<file path="src/rtl/opfetch_seq.sv">
// Operand fetch sequencer: reads up to three register operands over a single RF read port.
// Optional write-back bypass on capture cycles is enabled by defining OPFETCH_WB_BYPASS_EN.
module opfetch_seq #(
    parameter int unsigned DATA_W = 16
) (
    input  logic              clk,
    input  logic              reset,
    input  logic              instr_valid,
    input  logic [15:0]       instr,
    output logic              instr_ready,
    input  logic              ReadRegSrc1,
    input  logic              ReadRegSrc2,
    input  logic              ReadRegSrc3,
    output logic [3:0]        rf_raddr,
    output logic              rf_re,
    input  logic [DATA_W-1:0] rf_rdata,
    output logic [DATA_W-1:0] opA,
    output logic [DATA_W-1:0] opB,
    output logic [DATA_W-1:0] opC,
    output logic [3:0]        op_opcode,
    output logic [1:0]        op_func,
    output logic              op_valid,
`ifdef OPFETCH_WB_BYPASS_EN
    input  logic              wb_en,
    input  logic [3:0]        wb_addr,
    input  logic [DATA_W-1:0] wb_data,
`endif
    input  logic              op_ready
);

    typedef enum logic [2:0] {
        IDLE    = 3'd0,
        ISSUE_A = 3'd1,
        ISSUE_B = 3'd2,
        ISSUE_C = 3'd3,
        CAP_C   = 3'd4,
        VALID   = 3'd5
    } state_t;

    state_t            state_q, state_d;
    logic [15:0]       ins_q, ins_d;
    logic [2:0]        sel_q, sel_d;
    logic              instr_ready_d, rf_re_d, op_valid_d;
    logic [3:0]        rf_raddr_d;
    logic [3:0]        addr_a, addr_b, addr_c;
    logic [DATA_W-1:0] opa_d, opb_d, opc_d, cap_data;
    logic [3:0]        opcode_d;
    logic [1:0]        func_d;

`ifdef OPFETCH_WB_BYPASS_EN
    // Address issued in the previous cycle; its data is what arrives on rf_rdata now.
    logic [3:0] prev_addr_q;

    always_ff @(posedge clk) begin
        if (reset) prev_addr_q <= 4'h0;
        else       prev_addr_q <= rf_raddr;
    end

    assign cap_data = (wb_en && (wb_addr == prev_addr_q)) ? wb_data : rf_rdata;
`else
    assign cap_data = rf_rdata;
`endif

    always_ff @(posedge clk) begin
        if (reset) begin
            state_q     <= IDLE;
            ins_q       <= 16'h0;
            sel_q       <= 3'b000;
            instr_ready <= 1'b1;
            rf_re       <= 1'b0;
            rf_raddr    <= 4'h0;
            op_valid    <= 1'b0;
            opA         <= '0;
            opB         <= '0;
            opC         <= '0;
            op_opcode   <= 4'h0;
            op_func     <= 2'b00;
        end else begin
            state_q     <= state_d;
            ins_q       <= ins_d;
            sel_q       <= sel_d;
            instr_ready <= instr_ready_d;
            rf_re       <= rf_re_d;
            rf_raddr    <= rf_raddr_d;
            op_valid    <= op_valid_d;
            opA         <= opa_d;
            opB         <= opb_d;
            opC         <= opc_d;
            op_opcode   <= opcode_d;
            op_func     <= func_d;
        end
    end

    always_comb begin
        state_d       = state_q;
        ins_d         = ins_q;
        sel_d         = sel_q;
        opa_d         = opA;
        opb_d         = opB;
        opc_d         = opC;
        opcode_d      = op_opcode;
        func_d        = op_func;
        instr_ready_d = 1'b0;
        rf_re_d       = 1'b0;
        rf_raddr_d    = 4'h0;
        op_valid_d    = 1'b0;

        case (state_q)
            IDLE: begin
                if (instr_valid) begin
                    ins_d   = instr;
                    sel_d   = {ReadRegSrc3, ReadRegSrc2, ReadRegSrc1};
                    state_d = ISSUE_A;
                end
            end
            ISSUE_A: state_d = ISSUE_B;
            ISSUE_B: begin
                opa_d   = cap_data;
                state_d = ISSUE_C;
            end
            ISSUE_C: begin
                opb_d   = cap_data;
                state_d = CAP_C;
            end
            CAP_C: begin
                opc_d    = cap_data;
                opcode_d = ins_q[15:12];
                func_d   = ins_q[1:0];
                state_d  = VALID;
            end
            VALID: begin
                if (op_ready) state_d = IDLE;
            end
            default: state_d = IDLE;
        endcase

        // Outputs are registered, so decode them from the state being entered.
        addr_a = sel_d[0] ? ins_d[11:8] : ins_d[7:4];
        addr_b = sel_d[1] ? ins_d[11:8] : ins_d[3:0];
        addr_c = sel_d[2] ? ins_d[7:4]  : ins_d[11:8];

        case (state_d)
            IDLE:    instr_ready_d = 1'b1;
            ISSUE_A: begin rf_re_d = 1'b1; rf_raddr_d = addr_a; end
            ISSUE_B: begin rf_re_d = 1'b1; rf_raddr_d = addr_b; end
            ISSUE_C: begin rf_re_d = 1'b1; rf_raddr_d = addr_c; end
            VALID:   op_valid_d = 1'b1;
            default: ;
        endcase
    end

endmodule

</file>
<file path="config.mk">
export PLATFORM = sky130hd
export DESIGN_NAME = opfetch_seq
export DESIGN_NICKNAME = d
export VERILOG_FILES = /design/src/rtl/opfetch_seq.sv
export SDC_FILE = /design/constraint.sdc
export NUM_CORES = 1
export LEC_CHECK = 0
export BUFFER_PORTS_ARGS = -buffer_cell sky130_fd_sc_hd__buf_2
export CAP_MARGIN = 25
export CELL_PAD_IN_SITES_DETAIL_PLACEMENT = 1
export CELL_PAD_IN_SITES_GLOBAL_PLACEMENT = 2
export CORE_MARGIN = 10
export CORE_UTILIZATION = 29
export CTS_BUF_LIST = sky130_fd_sc_hd__clkbuf_2
export CTS_CLUSTER_DIAMETER = 80
export DETAILED_ROUTE_END_ITERATION = 8
export GPL_ROUTABILITY_DRIVEN = 0
export MAX_ROUTING_LAYER = met4
export PLACE_DENSITY = 0.8
export SYNTH_ARGS = -nofsm -noshare
export SYNTH_HDL_FRONTEND = slang
export SYNTH_SLANG_ARGS = --single-unit
export TNS_END_PERCENT = 50
</file>
<file path="constraint.sdc">
create_clock -name clk -period 2.05 [get_ports clk]
set_clock_uncertainty 0.2 [all_clocks]
set_input_delay 0.205 -clock clk [delete_from_list [all_inputs] [get_ports clk]]
set_output_delay 0.205 -clock clk [all_outputs]
set_load 0.01 [all_outputs]
</file>
==> summary.txt <==
Run status
  – Status: completed

Finish
  – Share of cells above drive strength 1: around a quarter
  – Number of fill cells: 1260
  – Area grow syn2layout: 37.3%
  – Fin cells: 642
  – N_diodes: 0
  – Area of the multi-input gates: 0.00128 sq mm
  – Design area: 0.00421 sq mm
  – Nets@finish: 540
  – Register area: roughly 0.0016 sq mm

Timing
  – Least-Margin Pin Slew: between 600 and 700 ps
  – Final Hold Viols: 0
  – Tmin final: 1840 ps
  – RSZ-0062 raised after global routing: no
  – Hold_ws: 249 ps
  – Setup_tns: 0 ps
  – Slew Limit Fails: 0
  – Max Fclk: around 540 MHz
  – Setup violators final: 0
  – Final worst path period share: between 80 and 90%
  – Rel. slew slack: 56.4%

Logic synthesis
  – Ys Warns: 0
  – Cells after Synth: ~370
  – Cell Area, Synth: 0.00307 sq mm
  – Yosys cell types: 29
  – Seq/Total Area, Yosys: between 50% and 60%
  – #FFs+latches synth: 82
  – Synthesized net count: ~400
  – Avg Cell Area, Syn: 8.24 sq um

Clock tree
  – Setup Fix Bufs, Post-CTS: 0
  – Clock root cell: clkbuf_2
  – CTS tree: done
  – Deepest clock path buffer count: 2
  – Latest clock arrival within the worst-skew pair: 500 ps
  – CTS sink cnt: 82
  – Htree depth: 3
  – Post_cts resized: 0
  – Worst-path clk slew: 220 ps
  – Num CTS Buffers: 9

Worst setup path
  – Crit Path Max Fanout: 22
  – Critical path type: reg2reg
  – Critical Path AT: roughly 2000 ps
  – Critical Path Sink Type: register
  – Setup crit start kind: register
  – Critical Path RT: 2260 ps

Floorplan
  – Die Ht: 123 um
  – Die width: ~120 um
  – Initial core utilization: between 20% and 30%
  – IO Pins: 100
  – Core Area: 0.0103 sq mm
  – Die area: between 0.015 and 0.02 sq mm
  – Row cnt: 37

Route
  – Pre-Repair DR Iteration Count: 5
  – DR iter-0 viols: 112
  – Vias: between 2000 and 3000
  – Antenna Nets Post-Route: 0
  – Residual DRC count: 0
  – DRT Wirelength: 9900 um
  – Via density: 4.63
  – DR WL/cell: 15.4 um

Placement
  – I/O Buffers: 99
  – Dpl cells: 588
  – Placed instance area: 0.00368 sq mm
  – Final HPWL DP: 6930 um

Global route
  – GRT Residual Overflow: 0
  – Maximum number of pins on one net before global-route repair: between 40 and 50
  – Vias in the first global route: 3114
  – First-pass GRT wire length: 15600 um
  – Initial antenna violation count: 0
  – GRT Total Usage: 13.3%

Hold path
  – Hold crit path type: in2reg

Flow run
  – Max-Cap Viols: 0

Power
  – Static leakage: 1.75 nW
  – Power Density: 757 mW/mm^2
  – VDD IR-drop max: 0.286 mV
==> per-layer routing <==
| metal | wire, um | vias up | global-route usage, % |
|---|---|---|---|
| met4 | 113 | 0 | 4.27 |
| met1 | 4560 | 1401 | 15.6 |
| met5 | 0 | - | - |
| met3 | 556 | 10 | 3.21 |
| met2 | 4680 | 73 | 22.0 |
| li1 | - | 1487 | - |
==> area by class of cell <==
| cell class | instances | area share (%) |
|---|---|---|
| tap | 136 | 4.04 |
| clock buffer | 9 | 1.07 |
| multi-input combinational | 258 | 30.5 |
| inverter | 2 | 0.178 |
| sequential | 82 | 39.0 |
| clock inverter | 7 | 2.41 |
| timing repair buffer | 148 | 22.8 |
==> worst max-delay path, stage by stage (launching register included) <==
cell	delay (ps)
dfxtp_1	480
or4b_1	550
buf_4	230
o32ai_1	310
==> power breakdown <==
group          total, mW  switching, mW  internal, mW
clock network       1.01          0.596         0.413
registers           1.73         0.0558          1.67
logic              0.445          0.243         0.202
==> synth_stat cells, drive strengths merged <==
| master | instances | area [sq um] |
|---|---|---|
| o22a | 4 | 35.0 |
| nor4b | 1 | 23.8 |
| nand2b | 2 | 12.5 |
| dfxtp | 82 | 1640 |
| a21oi | 74 | 370 |
| or3b | 2 | 17.5 |
| a21o | 1 | 7.51 |
| and3b | 1 | 8.76 |
| or2 | 1 | 6.26 |
| nand3b | 1 | 7.51 |
| nor3b | 2 | 20.0 |
| a221o | 1 | 10.0 |
| or4b | 1 | 10.0 |
| mux2i | 12 | 120 |
| o21ai | 1 | 5.00 |
| inv | 2 | 7.51 |
| clkbuf | 18 | 67.6 |
| and2 | 1 | 6.26 |
| a2111oi | 1 | 8.76 |
| o21bai | 1 | 7.51 |
| o32ai | 4 | 42.6 |
| nor3 | 1 | 5.00 |
| a211oi | 2 | 15.0 |
| buf | 12 | 68.8 |
| nand2 | 144 | 541 |
==> stage by stage <==
| stage | setup WS, ps | util [%] | total power [mW] |
|---|---|---|---|
| global route | 79.9 | 40.8 | 3.35 |
| finish | 206 | 40.8 | 3.18 |
| CTS | 229 | 40.8 | 3.23 |
| floorplan | 357 | - | 1.99 |
| global placement | 296 | 35.7 | 2.15 |
| detailed placement | 264 | 35.7 | 2.16 |
==> sequential cells by signal, summed over array words and instances (netlist names) <==
name	count
op_valid	1
ins_q	16
rf_raddr	4
opC	16
opB	16
op_opcode	4
sel_q	2
state_q	3
op_func	2
rf_re	1
opA	16
instr_ready	1
==> placed cells by master (no fill, tap or decap) <==
cell type,n
clkinvlp_4,2
dlygate4sd3_1,38
or2_2,1
buf_2,99
or4b_1,1
nor4b_4,1
inv_6,2
a21oi_1,74
a211oi_1,2
nand3b_1,1
nand2_1,144
inv_1,2
o22a_1,4
buf_4,11
o32ai_2,1
o32ai_1,3
dfxtp_1,82
and3b_1,1
or3b_2,2
nand2b_1,2
a21o_1,1
and2_1,1
o21ai_0,1
o21bai_1,1
clkinv_4,1
bufinv_16,2
a2111oi_0,1
a221o_1,1
nor3b_2,2
clkbuf_2,9
mux2i_1,12
nor3_1,1
==> path summary, 6_finish.rpt <==
path	slack [ps]	startpoint	depth (start not counted)	endpoint
worst max-delay path	210	state_q[0]	3	rf_raddr[1]
worst max register to register	210	state_q[0]	3	rf_raddr[1]
worst min-delay path	250	instr[2]	4	ins_q[2]
worst min register to register	270	opB[15]	2	opB[15]
==> cell families after synthesis <==
logic type / after synthesis / synth area share [%]
and+or+nand+nor: 157 / 21.5
muxes: 12 / 3.92
AOI/OAI and AO/OA: 89 / 16.4
buffers and inverters: 32 / 4.69
DFF: 82 / 53.6
==> what timing repair did <==
item | CTS | global route
setup endpoints to repair | 0 | 0
hold buffers | 38 | 0
hold endpoints to repair | 75 | 0
(Power assumes the default switching activity.)
